## src/rtl/rf_wport_arbiter.sv

```systemverilog
// Register-file write-port arbiter: pipeline writeback has priority, long-latency
// results queue in a small FIFO and drain in idle slots, with a starvation-forced hold.
module rf_wport_arbiter #(
  parameter int unsigned DEPTH        = 2,
  parameter int unsigned STARVE_LIMIT = 8
) (
  input  logic                         clk,
  input  logic                         rst,
  input  logic                         wb_wen,
  input  logic [4:0]                   wb_waddr,
  input  logic [31:0]                  wb_wdata,
  output logic                         wb_hold,
  input  logic                         lu_valid,
  output logic                         lu_ready,
  input  logic [4:0]                   lu_waddr,
  input  logic [31:0]                  lu_wdata,
  output logic                         rf_wen,
  output logic [4:0]                   rf_waddr,
  output logic [31:0]                  rf_wdata,
  output logic [$clog2(DEPTH+1)-1:0]   fifo_count,
  output logic [31:0]                  pend_mask,
  output logic                         proto_err
);

  localparam int unsigned PW = $clog2(DEPTH);
  localparam int unsigned CW = $clog2(DEPTH + 1);
  localparam int unsigned SW = $clog2(STARVE_LIMIT + 1);

  logic [4:0]    addr_q [DEPTH];
  logic [31:0]   data_q [DEPTH];
  logic [PW-1:0] wr_ptr, rd_ptr;
  logic [CW-1:0] count_q, count_d;
  logic [SW-1:0] starve_q, starve_d;
  logic          hold_q, hold_d;
  logic          perr_q;

  logic          fifo_empty, enq, grant_fifo, grant_wb;
  logic [PW-1:0] off;

  // Handshake and grant decisions
  always_comb begin
    fifo_empty = (count_q == '0);
    lu_ready   = ~rst & (count_q < CW'(DEPTH));
    enq        = lu_valid & lu_ready & (lu_waddr != 5'd0);
    grant_fifo = ~rst & ~fifo_empty & (hold_q | ~wb_wen);
    grant_wb   = ~rst & ~grant_fifo & ~hold_q & wb_wen;
  end

  // Register-file write mux
  always_comb begin
    rf_wen   = 1'b0;
    rf_waddr = 5'd0;
    rf_wdata = 32'd0;
    if (grant_fifo) begin
      rf_wen   = 1'b1;
      rf_waddr = addr_q[rd_ptr];
      rf_wdata = data_q[rd_ptr];
    end else if (grant_wb) begin
      rf_wen   = (wb_waddr != 5'd0);
      rf_waddr = wb_waddr;
      rf_wdata = wb_wdata;
    end
  end

  // Occupancy and starvation bookkeeping; hold fires the cycle after the counter saturates
  always_comb begin
    count_d = count_q;
    case ({enq, grant_fifo})
      2'b10:   count_d = count_q + CW'(1);
      2'b01:   count_d = count_q - CW'(1);
      default: count_d = count_q;
    endcase
    starve_d = starve_q;
    if (fifo_empty || grant_fifo)
      starve_d = '0;
    else if (starve_q != SW'(STARVE_LIMIT))
      starve_d = starve_q + SW'(1);
    hold_d = (starve_d == SW'(STARVE_LIMIT));
  end

  // Pending-destination mask over occupied slots
  always_comb begin
    pend_mask = 32'd0;
    off       = '0;
    for (int i = 0; i < DEPTH; i++) begin
      off = PW'(i) - rd_ptr;
      if (CW'(off) < count_q)
        pend_mask[addr_q[i]] = 1'b1;
    end
    pend_mask[0] = 1'b0;
  end

  always_ff @(posedge clk) begin
    if (rst) begin
      wr_ptr   <= '0;
      rd_ptr   <= '0;
      count_q  <= '0;
      starve_q <= '0;
      hold_q   <= 1'b0;
      perr_q   <= 1'b0;
    end else begin
      if (enq)        wr_ptr <= wr_ptr + PW'(1);
      if (grant_fifo) rd_ptr <= rd_ptr + PW'(1);
      count_q  <= count_d;
      starve_q <= starve_d;
      hold_q   <= hold_d;
      perr_q   <= perr_q | (hold_q & wb_wen);
    end
  end

  // Payload storage needs no reset; validity is tracked by the pointers and count
  always_ff @(posedge clk) begin
    if (enq) begin
      addr_q[wr_ptr] <= lu_waddr;
      data_q[wr_ptr] <= lu_wdata;
    end
  end

  assign wb_hold    = hold_q;
  assign fifo_count = count_q;
  assign proto_err  = perr_q;

endmodule

```

## config.mk

```make
export PLATFORM = sky130hd
export DESIGN_NAME = rf_wport_arbiter
export DESIGN_NICKNAME = d
export VERILOG_FILES = /design/src/rtl/rf_wport_arbiter.sv
export SDC_FILE = /design/constraint.sdc
export NUM_CORES = 1
export LEC_CHECK = 0
export CAP_MARGIN = 10
export CORE_MARGIN = 4
export CORE_UTILIZATION = 40
export DETAILED_ROUTE_END_ITERATION = 16
export PLACE_DENSITY = 0.77
export SLEW_MARGIN = 20
export SYNTH_ARGS = -nofsm -noshare
export SYNTH_HDL_FRONTEND = slang
export SYNTH_SLANG_ARGS = --single-unit
```

## constraint.sdc

```tcl
create_clock -name clk -period 2.9 [get_ports clk]
set_input_delay 0.58 -clock clk [delete_from_list [all_inputs] [get_ports clk]]
set_output_delay 0.58 -clock clk [all_outputs]
set_load 0.02 [all_outputs]
```

==> flow_summary.ini, run 1 <==
[worst_setup_path]
timing.rr.end = fifo_count[1]
critPathLaunchType = input pin
critPathBufInv = 2
path_max_fanout = 20
critPathArrivalTime_ns = 2.26
crit_chain = clkdlybuf4s50_1 -> nor2b_1 -> or3_4 -> o21ai_0 -> clkdlybuf4s15_1
max_stage_delay_ns = 0.52
cp.depth = 5
worstSetupStartpoint = wb_wen
worstRegToRegCells = 6
required_ns = 2.32
worstReg2RegStart = fifo_count[1]
cp_slowest_cell = or3_4
critPathCaptureType = primary output
critPathTopFamily = buffers and inverters
rrSetupSlack_ns = 0.86
setup.worst_path.end = rf_wdata[21]
path_class = input pin to primary output

[floorplan]
ios = 153
die_y_um = 108
die_w_um = 108
die-area_mm2 = 0.0116
fp.coreArea_mm2 = 0.00973
initial_utilization_pct = 40.8
row_count = 36

[yosys]
synth_top_family_by_area = compound AO/OA/AOI/OAI gates
synth_seq_cells = 85
yosys.area_share.simple_pct = 10.9
synth_cell_type_count = 36
synthArstFlopShare_pct = 0
synth.largest_area_cell = edfxtp_1
syn_area_per_cell_um2 = 11.9
synthDominantCellAreaShare_pct = 56.0
synth_compound_area_share_pct = 12.8
ys.flop_type = edfxtp_1
synthAdderAreaFrac_pct = 0.945
synth-edff-count = 74
syn_inst = 333
synth_mux_area_share_pct = 9.33
synth-xor-area-share_pct = 0.882
yosysMostFrequentCell = edfxtp_1
netlist_top_cells_area = edfxtp_1, mux2i_1, dfxtp_1, o22ai_1, o21ai_0
synth_area_mm2 = 0.00397
yosys_warnings = 0
yosys-top-cells-count = edfxtp_1, nand2_1, mux2i_1, o21ai_0, o22ai_1
synth-seq-area-share_pct = 61.5
synth_nets = 414

[run_status]
status = finished clean

[placed_design]
dpl.hpwl_um = 7030
placedCellCount = 609
io_buffers = 151
gp_congestion = 0.875

[timing]
fin_hold_ws_ns = 0.519
finalSetupViolCount = 0
slew_viol_final = 0
fin_skew_ns = 0.0131
finalCritPeriodShare_pct = 97.9
period_needed_ns = 2.84
rsz0062_at_grt = true
finalHoldViolCount = 0
worst_pin_slew_ns = 0.660
fmax_mhz = 352
max-slew-margin-rel_pct = 55.9

[routing]
vias_per_cell = 5.20
dr.pass1.iters = 4
drc = 0
vias = 3288
ant_nets = 0
wl_per_cell_um = 16.1
first_iter_violations = 165
routed_wl_um = 10200

[clock_tree]
clk_pin_slew_ns = 0.08
cts_buffers = 9
clock_latency_ns = 0.34
cts_tree = yes
clock_path_buffers = 2
cts_hold_buf = 0
h-tree-depth = 3
clock_sinks = 85
clockRootBuffer = clkbuf_8

[cells_and_area]
layout-area-overhead-vs-synth_pct = 50.2
fin_nets = 575
layout-drive-gt1-share_pct = 12.4
fin_util_pct = 61.3
diodes = 0
instances_no_fill = 632

[power]
p_leak_nw = 2.21
p_per_area_mw_per_mm2 = 485
total_power_mw = 2.89
vdd_drop_max_v = 0.000302

[global_route]
first_global_vias = 3209
grt_overflow = 0
grt_pass1_wl_um = 15600
antenna_found_initial = 0
grt_max_degree = 38
grt_util_all_layers_pct = 17.1

[job]
max_cap_violations = 0

[min_path]
hold_path.class = flip-flop to flip-flop
==> worst register-to-register path, cell delays in order, from the launching register on <==
cell,delay (ns)
dfxtp_1,0.37
nor2_1,0.33
or3_4,0.36
inv_1,0.08
ha_1,0.32
or3_1,0.36
a21oi_1,0.15
==> cells by family (layout without fill, tap and decap cells) <==
group / count (synthesis) / count (layout)
AOI/OAI and AO/OA: 88 / 88
xor gates and xnor gates: 4 / 4
adders and majority gates: 3 / 3
buffers and inverters: 29 / 194
DFF: 85 / 85
muxes: 37 / 37
other: 1 / 1
and+or+nand+nor: 86 / 87
==> report_power, final <==
| group | switching [mW] | internal (mW) |
|---|---|---|
| clock | 0.418 | 0.493 |
| sequential | 0.0433 | 1.39 |
| combinational | 0.271 | 0.272 |
==> layout make-up <==
type                       instances  area [um^2]
multi-input combinational        220         1430
sequential                        85         2440
tap                              133          166
fill                             825         3770
inverter                           7         26.3
clock inverter                     6         93.8
timing repair buffer             171         1680
clock buffer                      10          128
==> metal layers <==
metal	up-vias	global-route usage, %	part of all wire, %
li1	1583	-	-
met1	1526	20.5	40
met2	160	29.8	49
met3	19	4.56	8.8
met4	0	5.68	1.6
met5	-	0	0
==> registers in the layout (all words and copies together) (netlist names), named ones only <==
| signal | cells |
|---|---|
| wr_ptr | 1 |
| addr_q | 10 |
| proto_err | 1 |
| rd_ptr | 1 |
| data_q | 64 |
| wb_hold | 1 |
| fifo_count | 2 |
| starve_q | 4 |
==> cell usage in the layout (no fill, tap or decap), drive strengths merged, types with 4 or more instances in the layout <==
cell type and n:
clkdlybuf4s50 103, edfxtp 74, nand2 42, o21ai 42, mux2i 37, o22ai 31, buf 24, clkbuf 19
nor2 13, dfxtp 11, clkdlybuf4s15 11, nand3b 10, dlygate4sd2 10, dlymetal6s2s 9, inv 9, or3 6
o211ai 5, a21oi 5, dlygate4sd1 5, nand3 4, or3b 4
==> worst min path at each step <==
stage | from | end | depth (start not counted)
global route | proto_err | proto_err | 2
finish | proto_err | proto_err | 2
CTS | wr_ptr | wr_ptr | 1
global placement | proto_err | proto_err | 2
detailed placement | proto_err | proto_err | 2
floorplan | wr_ptr | wr_ptr | 1
==> timing repair <==
| item | 4_1_cts | 5_1_grt |
|---|---|---|
| setup endpoints to repair | 69 | 51 |
| resized for setup | 83 | 40 |
| pin swaps | 4 | 3 |
| cloned | 1 | 0 |
| setup buffers | 4 | 0 |
==> through the flow <==
stage / instance area [um^2] / TNS [ns] / worst slack, ns
finish: 5960 / 0 / 0.0623
global route: 5960 / -0.0467 / -0.0141
CTS: 5930 / 0 / 0.00373
detailed placement: 5700 / -17.04 / -0.289
global placement: 5700 / -12.22 / -0.236
floorplan: 3970 / -31.44 / -0.425
(Power assumes the default switching activity.)
==> run 2: changes to the inputs <==
CTS_CLUSTER_SIZE = 30   (was default)
==> results of run 2 <==
The final DEF is identical to that of run 1; final timing and power are the same.
==> run 3: changes to the inputs <==
ABC_CLOCK_PERIOD_IN_PS = 2900   (was default)
==> results of run 3 <==
The final DEF is identical to that of run 1; final timing and power are the same.
